--- src/rtl/approx_mult_err_monitor_if.sv ---
// Sample stream from the 8x8 approximate multiplier into the error monitor:
// operand pair plus the multiplier's approximate product, valid/ready handshake.
interface approx_mult_err_monitor_if #(
  parameter int OP_W   = 8,
  parameter int PROD_W = 2 * OP_W
);
  logic              valid;
  logic              ready;
  logic [OP_W-1:0]   a;
  logic [OP_W-1:0]   b;
  logic [PROD_W-1:0] approx;

  modport master (output valid, a, b, approx, input ready);
  modport slave  (input valid, a, b, approx, output ready);
endinterface

--- src/rtl/approx_mult_err_monitor.sv ---
// Error-metric collector for the approximate multiplier: per-sample exact product
// and error distance, accumulated into count / error count / ED sum / max ED per run.
module approx_mult_err_monitor #(
  parameter int OP_W   = 8,
  parameter int PROD_W = 16,
  parameter int CNT_W  = 17,
  parameter int SUM_W  = 33
) (
  input  logic                        CLK,
  input  logic                        RST_N,
  input  logic                        start,
  input  logic                        clear,
  input  logic [CNT_W-1:0]            num_samples,
  approx_mult_err_monitor_if.slave    in_if,
  output logic                        busy,
  output logic                        done,
  output logic [CNT_W-1:0]            sample_cnt,
  output logic [CNT_W-1:0]            err_cnt,
  output logic [SUM_W-1:0]            sum_ed,
  output logic [PROD_W-1:0]           max_ed,
  output logic [OP_W-1:0]             first_err_a,
  output logic [OP_W-1:0]             first_err_b
);

  typedef enum logic [1:0] {
    ST_IDLE,
    ST_RUN,
    ST_DRAIN,
    ST_DONE
  } state_t;

  localparam logic [CNT_W-1:0] CNT_ONE = CNT_W'(1);

  state_t state, state_next;

  logic             go;        // start accepted this cycle
  logic             done_set;  // entering DONE this cycle
  logic             accept;

  logic [CNT_W-1:0] target;
  logic [CNT_W-1:0] acc_cnt;

  logic                    s1_valid;
  logic [OP_W-1:0]         s1_a, s1_b;
  logic [PROD_W-1:0]       s1_approx;
  logic [PROD_W-1:0]       s1_exact;

  logic                    s2_valid;
  logic [OP_W-1:0]         s2_a, s2_b;
  logic signed [PROD_W:0]  s2_diff;
  logic [PROD_W-1:0]       ed;

  assign in_if.ready = (state == ST_RUN) && (acc_cnt < target);
  assign accept      = in_if.valid & in_if.ready;
  assign busy        = (state == ST_RUN) || (state == ST_DRAIN);

  // NOTE: sequential state uses non-blocking assignments so every register
  // samples pre-edge values regardless of block evaluation order.
  always_ff @(posedge CLK or negedge RST_N) begin
    if (!RST_N) state <= ST_IDLE;
    else        state <= state_next;
  end

  // NOTE: every signal driven here gets a default first, otherwise paths that
  // skip an assignment would infer latches.
  always_comb begin
    state_next = state;
    go         = 1'b0;
    done_set   = 1'b0;
    case (state)
      ST_IDLE, ST_DONE: begin
        if (start) begin
          go = 1'b1;
          if (num_samples == '0) begin
            state_next = ST_DONE;
            done_set   = 1'b1;
          end else begin
            state_next = ST_RUN;
          end
        end
      end
      ST_RUN: begin
        if (accept && (acc_cnt + CNT_ONE == target)) state_next = ST_DRAIN;
      end
      ST_DRAIN: begin
        if (!s1_valid && !s2_valid) begin
          state_next = ST_DONE;
          done_set   = 1'b1;
        end
      end
      default: state_next = ST_IDLE;
    endcase
    // clear overrides any transition, including a simultaneous start
    if (clear) begin
      state_next = ST_IDLE;
      go         = 1'b0;
      done_set   = 1'b0;
    end
  end

  always_ff @(posedge CLK or negedge RST_N) begin
    if (!RST_N) begin
      target   <= '0;
      acc_cnt  <= '0;
      s1_valid <= 1'b0;
      s2_valid <= 1'b0;
      done     <= 1'b0;
    end else begin
      done <= done_set;
      if (clear) begin
        acc_cnt  <= '0;
        s1_valid <= 1'b0;
        s2_valid <= 1'b0;
      end else begin
        s1_valid <= accept;
        s2_valid <= s1_valid;
        if (go) begin
          target  <= num_samples;
          acc_cnt <= '0;
        end else if (accept) begin
          acc_cnt <= acc_cnt + CNT_ONE;
        end
      end
    end
  end

  assign s1_exact = PROD_W'(s1_a) * PROD_W'(s1_b);

  // NOTE: datapath registers carry no reset; s1_valid/s2_valid qualify them,
  // so their power-up contents are never observed.
  always_ff @(posedge CLK) begin
    if (accept) begin
      s1_a      <= in_if.a;
      s1_b      <= in_if.b;
      s1_approx <= in_if.approx;
    end
    if (s1_valid) begin
      s2_a    <= s1_a;
      s2_b    <= s1_b;
      s2_diff <= $signed({1'b0, s1_exact}) - $signed({1'b0, s1_approx});
    end
  end

  // |diff| <= 2^PROD_W - 1, so the magnitude always fits PROD_W bits
  assign ed = s2_diff[PROD_W] ? PROD_W'(-s2_diff) : PROD_W'(s2_diff);

  always_ff @(posedge CLK or negedge RST_N) begin
    if (!RST_N) begin
      sample_cnt  <= '0;
      err_cnt     <= '0;
      sum_ed      <= '0;
      max_ed      <= '0;
      first_err_a <= '0;
      first_err_b <= '0;
    end else if (clear || go) begin
      sample_cnt  <= '0;
      err_cnt     <= '0;
      sum_ed      <= '0;
      max_ed      <= '0;
      first_err_a <= '0;
      first_err_b <= '0;
    end else if (s2_valid) begin
      sample_cnt <= sample_cnt + CNT_ONE;
      sum_ed     <= sum_ed + SUM_W'(ed);
      if (ed > max_ed) max_ed <= ed;
      if (ed != '0) begin
        err_cnt <= err_cnt + CNT_ONE;
        // err_cnt still zero means this is the run's first erroneous sample
        if (err_cnt == '0) begin
          first_err_a <= s2_a;
          first_err_b <= s2_b;
        end
      end
    end
  end

endmodule

--- src/flat_wrapper.sv ---
// flat-port wrapper written by rule: the top's interface ports become plain ports
module approx_mult_err_monitor_flat 
#(
  parameter int OP_W   = 8,
  parameter int PROD_W = 16,
  parameter int CNT_W  = 17,
  parameter int SUM_W  = 33
)
  (CLK, RST_N, start, clear, num_samples, busy, done, sample_cnt, err_cnt, sum_ed, max_ed, first_err_a, first_err_b, in_if_valid, in_if_a, in_if_b, in_if_approx, in_if_ready);
  approx_mult_err_monitor_if #(.OP_W(OP_W), .PROD_W(PROD_W)) in_if_i ();
  input  logic CLK;
  input  logic RST_N;
  input  logic start;
  input  logic clear;
  input  logic [CNT_W-1:0] num_samples;
  output logic busy;
  output logic done;
  output logic [CNT_W-1:0] sample_cnt;
  output logic [CNT_W-1:0] err_cnt;
  output logic [SUM_W-1:0] sum_ed;
  output logic [PROD_W-1:0] max_ed;
  output logic [OP_W-1:0] first_err_a;
  output logic [OP_W-1:0] first_err_b;
  input wire logic [$bits(in_if_i.valid)-1:0] in_if_valid;
  input wire logic [$bits(in_if_i.a)-1:0] in_if_a;
  input wire logic [$bits(in_if_i.b)-1:0] in_if_b;
  input wire logic [$bits(in_if_i.approx)-1:0] in_if_approx;
  output wire logic [$bits(in_if_i.ready)-1:0] in_if_ready;
  assign in_if_i.valid = in_if_valid;
  assign in_if_i.a = in_if_a;
  assign in_if_i.b = in_if_b;
  assign in_if_i.approx = in_if_approx;
  assign in_if_ready = in_if_i.ready;
  approx_mult_err_monitor #(.OP_W(OP_W), .PROD_W(PROD_W), .CNT_W(CNT_W), .SUM_W(SUM_W)) u_core (.CLK(CLK), .RST_N(RST_N), .start(start), .clear(clear), .num_samples(num_samples), .in_if(in_if_i), .busy(busy), .done(done), .sample_cnt(sample_cnt), .err_cnt(err_cnt), .sum_ed(sum_ed), .max_ed(max_ed), .first_err_a(first_err_a), .first_err_b(first_err_b));
endmodule
--- config.mk ---
export PLATFORM = sky130hd
export DESIGN_NAME = approx_mult_err_monitor_flat
export DESIGN_NICKNAME = d
export VERILOG_FILES = /design/src/rtl/approx_mult_err_monitor_if.sv /design/src/rtl/approx_mult_err_monitor.sv /design/src/flat_wrapper.sv
export SDC_FILE = /design/constraint.sdc
export NUM_CORES = 1
export LEC_CHECK = 0
export ABC_AREA = 1
export BUFFER_PORTS_ARGS = -buffer_cell sky130_fd_sc_hd__buf_2
export CAP_MARGIN = 30
export CORE_MARGIN = 8
export CORE_UTILIZATION = 50
export DETAILED_ROUTE_END_ITERATION = 7
export HOLD_SLACK_MARGIN = 0.05
export PLACE_DENSITY = 0.7
export REMOVE_ABC_BUFFERS = 1
export SYNTH_ARGS = -nofsm -noshare
export SYNTH_HDL_FRONTEND = slang
export SYNTH_SLANG_ARGS = --single-unit
--- constraint.sdc ---
create_clock -name CLK -period 10.4 [get_ports CLK]
set_input_delay 2.08 -clock CLK [delete_from_list [all_inputs] [get_ports CLK]]
set_output_delay 2.08 -clock CLK [all_outputs]
set_load 0.01 [all_outputs]
==> results of run 1 <==
[per-layer routing]
| metal | global-route usage (%) | vias up |
|---|---|---|
| li1 | - | 5870 |
| met1 | 25.79 | 5598 |
| met2 | 34.52 | 300 |
| met3 | 3.082 | 48 |
| met4 | 5.444 | 0 |
| met5 | 0 | - |
[state kept, by name, indices dropped and copies added (netlist names), 8 cells and up]
signal	flops
u_core.acc_cnt	17
u_core.err_cnt	17
u_core.first_err_a	8
u_core.first_err_b	8
u_core.max_ed	16
u_core.s1_a	8
u_core.s1_approx	16
u_core.s1_b	8
u_core.s2_a	8
u_core.s2_b	8
u_core.s2_diff	17
u_core.sample_cnt	17
u_core.sum_ed	33
u_core.target	17
[stage by stage]
stage,power [W],cells
2_1_floorplan,0.002593,1666
4_1_cts,0.003954,2251
5_1_grt,0.004271,2251
6_report,0.003906,2251
3_5_place_dp,0.003079,2207
3_3_place_gp,0.003022,2207
[cells in the mapped netlist (26+ instances only)]
library cell,number,share of area [%]
inv_1,289,7.8
nor2_1,125,3.4
edfxtp_1,65,14
xor2_1,26,1.6
nand2_1,398,11
ha_1,99,8.9
o21ai_0,102,3.7
nand4_1,59,2.7
a21oi_1,70,2.5
fa_1,51,7.4
dfrtp_1,138,25
clkbuf_1,34,0.92
nand3_1,112,4.0
[worst paths after layout]
kind | start | slack, ns | cells past startpoint | to
worst max-delay path | u_core.s1_a[3]$_DFFE_PP_ | 5.60 | 18 | u_core.s2_diff[14]$_DFFE_PP_
worst min-delay path | u_core.first_err_a[0]$_DFFE_PN0P_ | 0.47 | 2 | u_core.first_err_a[0]$_DFFE_PN0P_
worst max register to register | u_core.s1_a[3]$_DFFE_PP_ | 5.60 | 18 | u_core.s2_diff[14]$_DFFE_PP_
worst min register to register | u_core.first_err_a[0]$_DFFE_PN0P_ | 0.47 | 2 | u_core.first_err_a[0]$_DFFE_PN0P_
max in group asynchronous | RST_N | 7.58 | 2 | u_core.target[16]$_DFFE_PN0P_
min in group asynchronous | RST_N | 1.62 | 1 | u_core.sum_ed[25]$_DFFE_PN0P_
[tightest hold or removal path, cell delays in order, from the launching register on]
cell     delay (ns)
dfrtp_1        0.34
nand2_1        0.05
nand2_1        0.04
[cells by family (layout without fill, tap and decap cells)]
logic type / after synthesis / in the layout
flops: 203 / 203
compound gates: 225 / 225
fa+ha+maj: 150 / 150
buf+inv: 339 / 499
mux: 1 / 1
simple gates: 762 / 762
xor+xnor: 33 / 33
[layout make-up]
class	instances	area, µm²
clock buffer	30	685.7
clock inverter	14	125.1
fill	2562	11770
inverter	292	1096
multi-input combinational	1171	7159
sequential	203	5405
tap	378	473.0
timing repair buffer	163	842.1
[power by group]
group | switching (W) | internal [W]
Sequential | 0.0000842 | 0.00102
Combinational | 0.00122 | 0.000729
Clock | 0.000333 | 0.000516
==> reports/summary.txt, run 1 <==
Max Cap Violations: 0
Worst EP arrival: 5.07 ns
slowest stage delay, CP: 0.54 ns
final worst setup slack: 5.603 ns
final WL: 33650 µm
initial antenna violation count: 0
Hold Path Class: flop to flop
Yosys reg bits: 203
vias in the first global route: 11400
fmax: 208.5 MHz
Post-synth EDFFs: 65
port bufs: 155
std cell rows: 61
total CTS buffers: 24
Worst EP required: 10.67 ns
commonest cells after routing, fill and taps aside: 398 x nand2_1, 289 x inv_1, 154 x buf_2, 138 x dfrtp_1, 124 x nor2_1
total global-route track usage: 20.01%
Post-Synth Simple-Gate Area: 23.96%
grt total ovfl: 0
die height: 182.5 µm
delay-heaviest family, CP: adder cells
share of layout cells above drive strength 1: 12.71%
largest fanout on the critical path: 9
Die W: 182.5 µm
# Post-CTS Setup Buffers: 0
total number of vias: 11820
clock tree sinks: 203
Post-CTS Resized: 0
synthesized area: 13860 µm²
xor/xnor share of the synthesized area: 2.239%
wire length on met1: 14600 µm
Compound-Gate Fraction of Synth Area: 8.949%
Slew HR: 30.87%
worst path cell trace: nand2_1 > fa_1 > inv_1 > fa_1 > fa_1 > inv_1 > fa_1 > inv_1 > ha_1 > nand3_1 > nand3_1 > a21oi_1 > o21bai_1 > a21boi_0 > o21ai_0 > nand3_1 > nand3_1 > nand2_1
CP endpoint kind: flop
DR iter-0 viols: 821
WL/cell: 14.95 µm
top routing layer used: met4
crit path max-delay cell type: fa_1
most common cell after layout, fill and taps aside: nand2_1
antenna-violating nets left: 0
crit start category: flop
DR WL met2: 16480 µm
Detailed Place HPWL: 25660 µm
worst clock skew: 0.01098 ns
GPL Wtd Cong: 0.8890
sequential element share of the synthesized area: 39.01%
status: finished, final reports clean
Initial Utilization: 50.29%
Worst-Skew Late Latency: 0.52 ns
hold buffer count at CTS: 0
largest net degree at the start of global routing: 89
Core Region: 27550 µm²
Pleak: 8.047 nW
Worst-Margin Slew: 1.034 ns
Synth Warn #: 0
Bufs on Longest Clock Path: 3
DRC Markers: 0
Synth cell types: 51
RSZ-0062 raised after global routing: false
detailed route wirelength on metal3: 1756 µm
number of H-tree levels: 1
Worst Path Buf+Inv: 3
Hold Slack: 0.4662 ns
Final Max Slew Viols: 0
first-pass GRT wire length: 55430 µm
CTS tree: yes
DRT Pass-1 Iters: 5
final setup violation count: 0
Place WS: 5.595 ns
design area: 15790 µm²
final core utilization: 57.30%
die area: 33290 µm²
via density per instance: 5.249
period utilisation layout: 46.12%
instance area at placement: 14980 µm²
mean post-synth cell area: 8.089 µm²
VDD IR max: 0.0002366 V
Post-Syn Instances: 1713
clock slew at reported path FFs: 0.06 ns
largest family of logic cells by synthesized area: simple AND/OR/NAND/NOR gates
dominant synthesized flop cell: dfrtp_1
# nets final: 2059
critical path class: flop to flop
mux share of post-synthesis cell area: 0.08127%
power per cell area: 247.4 nW/µm²
root buf cell: clkbuf_16
synth-to-layout area growth: 13.93%
Fin. Hold Viols: 0
Final min period: 4.797 ns
I/O pin cnt: 156
Setup TNS: 0 ns
antenna diode count: 0
area share of fa/ha/maj cells after synthesis: 16.31%
post-synthesis async set-or-reset flop share: 67.98%
No activity file was read; power rests on OpenSTA's default activity.
==> run 2: changes to the inputs <==
--- a/config.mk
+++ b/config.mk
@@ -5,7 +5,7 @@
 export SDC_FILE = /design/constraint.sdc
 export NUM_CORES = 1
 export LEC_CHECK = 0
-export ABC_AREA = 1
+export ABC_AREA = 0
 export BUFFER_PORTS_ARGS = -buffer_cell sky130_fd_sc_hd__buf_2
 export CAP_MARGIN = 30
 export CORE_MARGIN = 8
==> constraint.sdc (replaced) <==
create_clock -name CLK -period 4.85 [get_ports CLK]
set_input_delay 0.97 -clock CLK [delete_from_list [all_inputs] [get_ports CLK]]
set_output_delay 0.97 -clock CLK [all_outputs]
set_load 0.01 [all_outputs]
==> reports/summary.txt, run 2 <==
status: finished, final reports clean
instance area at placement: 14860 µm² (-0.77%)
top cells by count, synth: 144 x inv_1, 138 x dfrtp_1, 123 x nand2_1
I/O pin cnt: 156 (unchanged)
Detailed Place HPWL: 23420 µm (-8.7%)
Synth Warn #: 0 (unchanged)
period utilisation layout: 96.15% (+50 points)
Largest register FFs: 33 (unchanged)
die area: 32950 µm² (-1.0%)
Die W: 181.5 µm (-0.52%)
CP endpoint kind: flop
Core Region: 26950 µm² (-2.2%)
port bufs: 155 (unchanged)
antenna diode count: 0 (unchanged)
worst path cell trace: nand2_1 > fa_1 > inv_1 > fa_1 > fa_1 > inv_1 > fa_1 > inv_1 > ha_1 > o21a_1 > a21oi_1 > o31ai_1 > a211o_1 > a31o_2 > a21oi_2 > xnor2_1
share of layout cells above drive strength 1: 16.84% (+4.1 points)
DR iter-0 viols: 674 (-18%)
Slew HR: 42.07% (+11 points)
HP Start: u_core.s2_b[7]$_DFFE_PP_
Final min period: 4.663 ns (-0.1334 ns)
post-synthesis async set-or-reset flop share: 67.98% (unchanged)
# nets final: 1754 (-15%)
Yosys top cell area share: 25.21% (+0.28 points)
initial antenna violation count: 0 (unchanged)
Hold Path End: u_core.first_err_b[7]$_DFFE_PN0P_
worst clock skew: 0.01410 ns (+0.003126 ns)
Final Max Slew Viols: 0 (unchanged)
die height: 181.5 µm (-0.52%)
vias in the first global route: 10180 (-11%)
clock tree sinks: 203 (unchanged)
Fin. Hold Viols: 0 (unchanged)
slowest stage delay, CP: 0.53 ns (about the same)
antenna-violating nets left: 0 (unchanged)
most common cell after layout, fill and taps aside: buf_2
Filler cells: 2382 (-7.0%)
largest fanout on the critical path: 8 (-1)
design area: 15810 µm² (+0.16%)
Bufs on Longest Clock Path: 3 (unchanged)
sequential element share of the synthesized area: 39.46% (+0.45 points)
Worst-Margin Slew: 0.8663 ns (-0.1681 ns)
via density per instance: 5.543 (+5.6%)
dominant synthesized flop cell: dfrtp_1
fmax: 214.4 MHz (+2.9%)
std cell rows: 60 (-1.6%)
Post-Syn Instances: 1391 (-19%)
number of H-tree levels: 1 (unchanged)
power per cell area: 544.9 nW/µm² (+120%)
Design Power: 0.008616 W (+120%)
Initial Utilization: 50.83% (+0.54 points)
R2R Setup Slk: 0.19 ns (-5.42 ns)
first-pass GRT wire length: 51050 µm (-7.9%)
clock slew at reported path FFs: 0.06 ns (about the same)
multi-input combinational cell area: 7572 µm² (+5.8%)
total number of vias: 10580 (-10%)
Worst-Skew Late Latency: 0.52 ns (about the same)
crit path max-delay cell type: fa_1
Place WS: 0.1351 ns (-5.460 ns)
Hold Slack: 0.4912 ns (+0.02503 ns)
Setup TNS: 0 ns (unchanged)
wire length on met1: 14630 µm (+0.25%)
Yosys reg bits: 203 (unchanged)
final WL: 31520 µm (-6.3%)
area leader, netlist: dfrtp_1
Pleak: 7.270 nW (-9.7%)
Hold Path Class: flop to flop
DR WL met2: 14450 µm (-12%)
GPL Wtd Cong: 0.8733 (-1.8%)
detailed route wirelength on metal3: 1666 µm (-5.1%)
Min-Delay Path Depth: 2 (unchanged)
largest net degree at the start of global routing: 88 (-1.1%)
worst r2r dst: u_core.s2_diff[16]$_DFFE_PP_
final setup violation count: 0 (unchanged)
Max Cap Violations: 0 (unchanged)
leading post-synthesis cells by cell area: dfrtp_1 25%, edfxtp_1 14%, ha_1 9.0%
VDD IR max: 0.0004555 V (+93%)
Post-synth EDFFs: 65 (unchanged)
top routing layer used: met4
root buf cell: clkbuf_16
commonest cells after routing, fill and taps aside: 154 x buf_2, 144 x inv_1, 138 x dfrtp_1, 123 x nand2_1, 99 x ha_1
critical path class: flop to flop
reg2reg start: u_core.s1_b[1]$_DFFE_PP_
DRC Markers: 0 (unchanged)
WL/cell: 16.51 µm (+10%)
synthesized area: 13700 µm² (-1.1%)
CTS tree: yes
synth-to-layout area growth: 15.42%
most common cell in the synthesized netlist: inv_1
Top reg by flops: u_core.sum_ed
grt total ovfl: 0 (unchanged)
Worst EP required: 5.11 ns (-5.56 ns)
most used cell, CP: fa_1
final worst setup slack: 0.1868 ns (-5.417 ns)
DRT Pass-1 Iters: 5 (unchanged)
total CTS buffers: 24 (unchanged)
FF+latch area: 5405 µm² (unchanged)
crit start category: flop
Worst EP arrival: 4.93 ns (-0.14 ns)
FF-to-FF path depth: 16 (-2)
mean post-synth cell area: 9.849 µm² (+22%)
total global-route track usage: 18.37% (-1.6 points)
Synth cell types: 69 (+35%)
## run 2: changes by cell type in the layout (fill, tap and decap cells not counted), moves of 33 or more
cell     before  now
nand2_1     398  123
mux2i_1       0   45
nand4_1      59   26
o21ai_0     102   45
nor2_1      124   88
and2_1        2   50
xnor2_1       5   56
inv_1       289  144
nand3_1     112   28
## run 2: final cells by class
class	instances	share of cell area [%]
clock buffers	33	4.471
clock inverters	11	0.8863
inverters	144	3.419
multi-input cells	992	47.89
flip-flops and latches	203	34.19
well taps	341	2.698
repair buffers	185	6.449
## run 2: worst max path at each step
stage                                   from                            end  slack (ns)  cells past startpoint
finish              u_core.s1_b[1]$_DFFE_PP_   u_core.s2_diff[16]$_DFFE_PP_        0.19                     16
global route        u_core.s1_b[1]$_DFFE_PP_   u_core.s2_diff[16]$_DFFE_PP_       -0.04                     16
CTS                 u_core.s1_a[1]$_DFFE_PP_   u_core.s2_diff[16]$_DFFE_PP_        0.12                     16
detailed placement  u_core.s1_a[1]$_DFFE_PP_   u_core.s2_diff[16]$_DFFE_PP_        0.14                     16
global placement    u_core.s1_b[2]$_DFFE_PP_   u_core.s2_diff[16]$_DFFE_PP_        0.22                     16
floorplan                              clear  u_core.err_cnt[4]$_DFFE_PN0P_       -0.30                      7
## run 2: logic make-up (layout without fill, tap and decap cells)
group,count (synthesis),after routing,share of synthesized area [%]
buffers and inverters,196,373,5.498
multiplexers,65,65,4.932
adder cells (fa/ha/maj),150,150,16.49
AND/OR/NAND/NOR,479,479,18.13
flip-flops,203,203,39.46
AO/OA/AOI/OAI,216,216,10.25
XOR/XNOR,82,82,5.242
## run 2: what timing repair did
| item | in CTS | in global routing |
|---|---|---|
| gates resized for setup | 0 | 4 |
| hold buffers | 0 | 0 |
| endpoints found under the setup margin | 0 | 1 |
| buffers inserted | 0 | 13 |
## run 2: per-layer routing
metal	vias to the layer above	global-route usage [%]
met5	-	0
met4	0	5.313
met3	48	3.433
met1	5055	24.70
li1	5198	-
met2	281	29.91
## run 2: metrics by stage
step	util (%)	instances
4_1_cts	58.28	1896
5_1_grt	58.67	1909
3_3_place_gp	55.14	1852
2_1_floorplan	-	1339
3_5_place_dp	55.14	1852
6_report	58.67	1909
## run 2: power breakdown
group	switching [W]	leakage [nW]	internal, W
combinational	0.00240	4.37	0.00188
sequential	0.000250	2.48	0.00219
clock	0.000715	0.416	0.00118
total	0.00336	7.27	0.00525
## run 2: critical path, delay by kind of cell (launching register included)
kind                     cells  cell delay [ns]
AND/OR/NAND/NOR              1             0.13
flip-flops                   1             0.48
buffers and inverters        3             0.15
AO/OA/AOI/OAI                6             1.22
XOR/XNOR                     1             0.08
adder cells (fa/ha/maj)      5             2.34
==> run 3: changes to the inputs <==
--- a/config.mk
+++ b/config.mk
@@ -9,11 +9,12 @@
 export BUFFER_PORTS_ARGS = -buffer_cell sky130_fd_sc_hd__buf_2
 export CAP_MARGIN = 30
 export CORE_MARGIN = 8
-export CORE_UTILIZATION = 50
+export CORE_UTILIZATION = 55
 export DETAILED_ROUTE_END_ITERATION = 7
 export HOLD_SLACK_MARGIN = 0.05
-export PLACE_DENSITY = 0.7
+export PLACE_DENSITY = 0.76
 export REMOVE_ABC_BUFFERS = 1
+export SETUP_SLACK_MARGIN = 0.15
 export SYNTH_ARGS = -nofsm -noshare
 export SYNTH_HDL_FRONTEND = slang
 export SYNTH_SLANG_ARGS = --single-unit
==> reports/summary.txt, run 3 (synthesis gave the netlist of run 2 again) <==
status: finished, final reports clean
RSZ-0062 raised after global routing: false
Pleak: 7.210 nW (-0.83%)
Hold Path Class: primary input to asynchronous set/reset pin
crit start category: flop
largest net degree at the start of global routing: 78 (-11%)
FF+latch area: 5405 µm² (unchanged)
Top reg by flops: u_core.sum_ed
DR iter-0 viols: 827 (+23%)
Largest register FFs: 33 (unchanged)
hold buffer count at CTS: 0 (unchanged)
Die W: 173.8 µm (-4.2%)
vias in the first global route: 10930 (+7.4%)
worst path cell trace: buf_6 > and2_1 > fa_1 > ha_1 > ha_1 > fa_1 > fa_2 > a211o_1 > a21oi_2 > o31ai_2 > a211o_1 > a31o_2 > a21oi_2 > xnor2_1
Worst-Skew Late Latency: 0.52 ns (about the same)
fmax: 217.2 MHz (+1.3%)
GPL Wtd Cong: 0.9068 (+3.8%)
std cell rows: 57 (-5.0%)
Final Max Slew Viols: 0 (unchanged)
CTS tree: yes
Max Cap Violations: 0 (unchanged)
# nets final: 1759 (+0.29%)
CP endpoint kind: flop
period utilisation layout: 94.92% (-1.2 points)
DRT Pass-1 Iters: 5 (unchanged)
via density per instance: 5.717 (+3.1%)
I/O pin cnt: 156 (unchanged)
Filler cells: 2014 (-15%)
Worst-Margin Slew: 0.8822 ns (+0.01591 ns)
Bufs on Longest Clock Path: 3 (unchanged)
number of H-tree levels: 1 (unchanged)
share of layout cells above drive strength 1: 17.53% (+0.69 points)
most common cell after layout, fill and taps aside: buf_2
grt total ovfl: 0 (unchanged)
crit path max-delay cell type: fa_1
multi-input combinational cell area: 7672 µm² (+1.3%)
WL/cell: 17.29 µm (+4.7%)
final setup violation count: 0 (unchanged)
final core utilization: 64.59% (+5.9 points)
largest fanout on the critical path: 7 (-1)
initial antenna violation count: 0 (unchanged)
port bufs: 155 (unchanged)
DRC Markers: 0 (unchanged)
Slew HR: 41.01% (-1.1 points)
slowest stage delay, CP: 0.54 ns (about the same)
VDD IR max: 0.0005271 V (+16%)
total CTS buffers: 23 (-4.2%)
Worst EP arrival: 4.86 ns (-0.07 ns)
die area: 30210 µm² (-8.3%)
Final min period: 4.604 ns (-0.05946 ns)
die height: 173.8 µm (-4.2%)
Fin. Hold Viols: 0 (unchanged)
total global-route track usage: 20.91% (+2.5 points)
clock slew at reported path FFs: 0.06 ns (about the same)
Core Region: 24390 µm² (-9.5%)
Worst EP required: 5.11 ns (about the same)
Setup TNS: 0 ns (unchanged)
antenna diode count: 0 (unchanged)
final WL: 32740 µm (+3.9%)
power per cell area: 560.6 nW/µm² (+2.9%)
clock tree sinks: 203 (unchanged)
critical path class: flop to flop
synth-to-layout area growth: 15.01%
antenna-violating nets left: 0 (unchanged)
Initial Utilization: 56.17% (+5.3 points)
first-pass GRT wire length: 53460 µm (+4.7%)
root buf cell: clkbuf_16
commonest cells after routing, fill and taps aside: 155 x buf_2, 144 x inv_1, 138 x dfrtp_1, 122 x nand2_1, 93 x ha_1
total number of vias: 10820 (+2.3%)
Detailed Place HPWL: 23870 µm (+1.9%)
worst clock skew: 0.01636 ns (+0.002257 ns)
==> run 3: changes by cell type in the layout (fill, tap and decap cells not counted), sizes merged <==
cell / delta
inv: -2
buf: +7
clkinv: +1
clkinvlp: -1
bufinv: -3
dlymetal6s2s: -1
==> run 3: final timing paths <==
check                           slack (ns)  depth (start not counted)                                end                startpoint
worst max-delay path                  0.25                         14       u_core.s2_diff[16]$_DFFE_PP_  u_core.s1_b[2]$_DFFE_PP_
worst min-delay path                  0.50                          1      u_core.sum_ed[22]$_DFFE_PN0P_                     RST_N
worst max register to register        0.25                         14       u_core.s2_diff[16]$_DFFE_PP_  u_core.s1_b[2]$_DFFE_PP_
worst min register to register        0.50                          2  u_core.first_err_b[6]$_DFFE_PN0P_  u_core.s2_b[6]$_DFFE_PP_
max in group asynchronous             3.41                          2  u_core.first_err_b[0]$_DFFE_PN0P_                     RST_N
min in group CLK                      0.50                          2  u_core.first_err_b[6]$_DFFE_PN0P_  u_core.s2_b[6]$_DFFE_PP_
==> run 3: final cells by class <==
cell class	instances	share of cell area, %
Clock buffer	33	4.082
Clock inverter	6	0.1747
Timing Repair Buffer	191	6.734
Sequential cell	203	34.31
Inverter	144	3.431
Tap cell	324	2.573
Multi-Input combinational cell	992	48.70
==> run 3: timing repair <==
item	in CTS	in global routing
setup endpoints to repair	1	3
buffers inserted	6	15
pin swaps	0	5
resized for setup	0	18
==> run 3: where the power goes <==
group / internal (W) / switching [W]
Sequential: 0.00219 / 0.000253
Clock: 0.000911 / 0.000684
Combinational: 0.00217 / 0.00262
==> run 3: stage by stage <==
step / worst slack [ns] / std cells / power, W / hold slack [ns] / cell area (µm²)
6_report: 0.2462 / 1893 / 0.008832 / 0.4981 / 15760
5_1_grt: 0.08039 / 1893 / 0.009562 / 0.5296 / 15760
4_1_cts: 0.1532 / 1878 / 0.008381 / 0.4998 / 15540
3_5_place_dp: 0.1619 / 1833 / 0.006734 / 0.4870 / 14820
3_3_place_gp: 0.2394 / 1833 / 0.006563 / 0.4733 / 14820
2_1_floorplan: -0.3009 / 1339 / 0.005740 / 0.4616 / 13490
==> run 3: metal layers <==
layer	vias up	global-route usage (%)	wire length (µm)
met2	320	35.34	15650
met1	5237	26.94	14390
met4	0	6.056	860
met3	70	3.921	1839
li1	5196	-	-
met5	-	0	0
==> run 3: worst max-delay path: cells and delay by family, from the launching register on <==
kind,cells,cell delay (ns)
AOI/OAI and AO/OA,6,1.27
xor gates and xnor gates,1,0.08
adders and majority gates,5,2.12
buffers and inverters,1,0.18
DFF,1,0.52
and+or+nand+nor,1,0.16
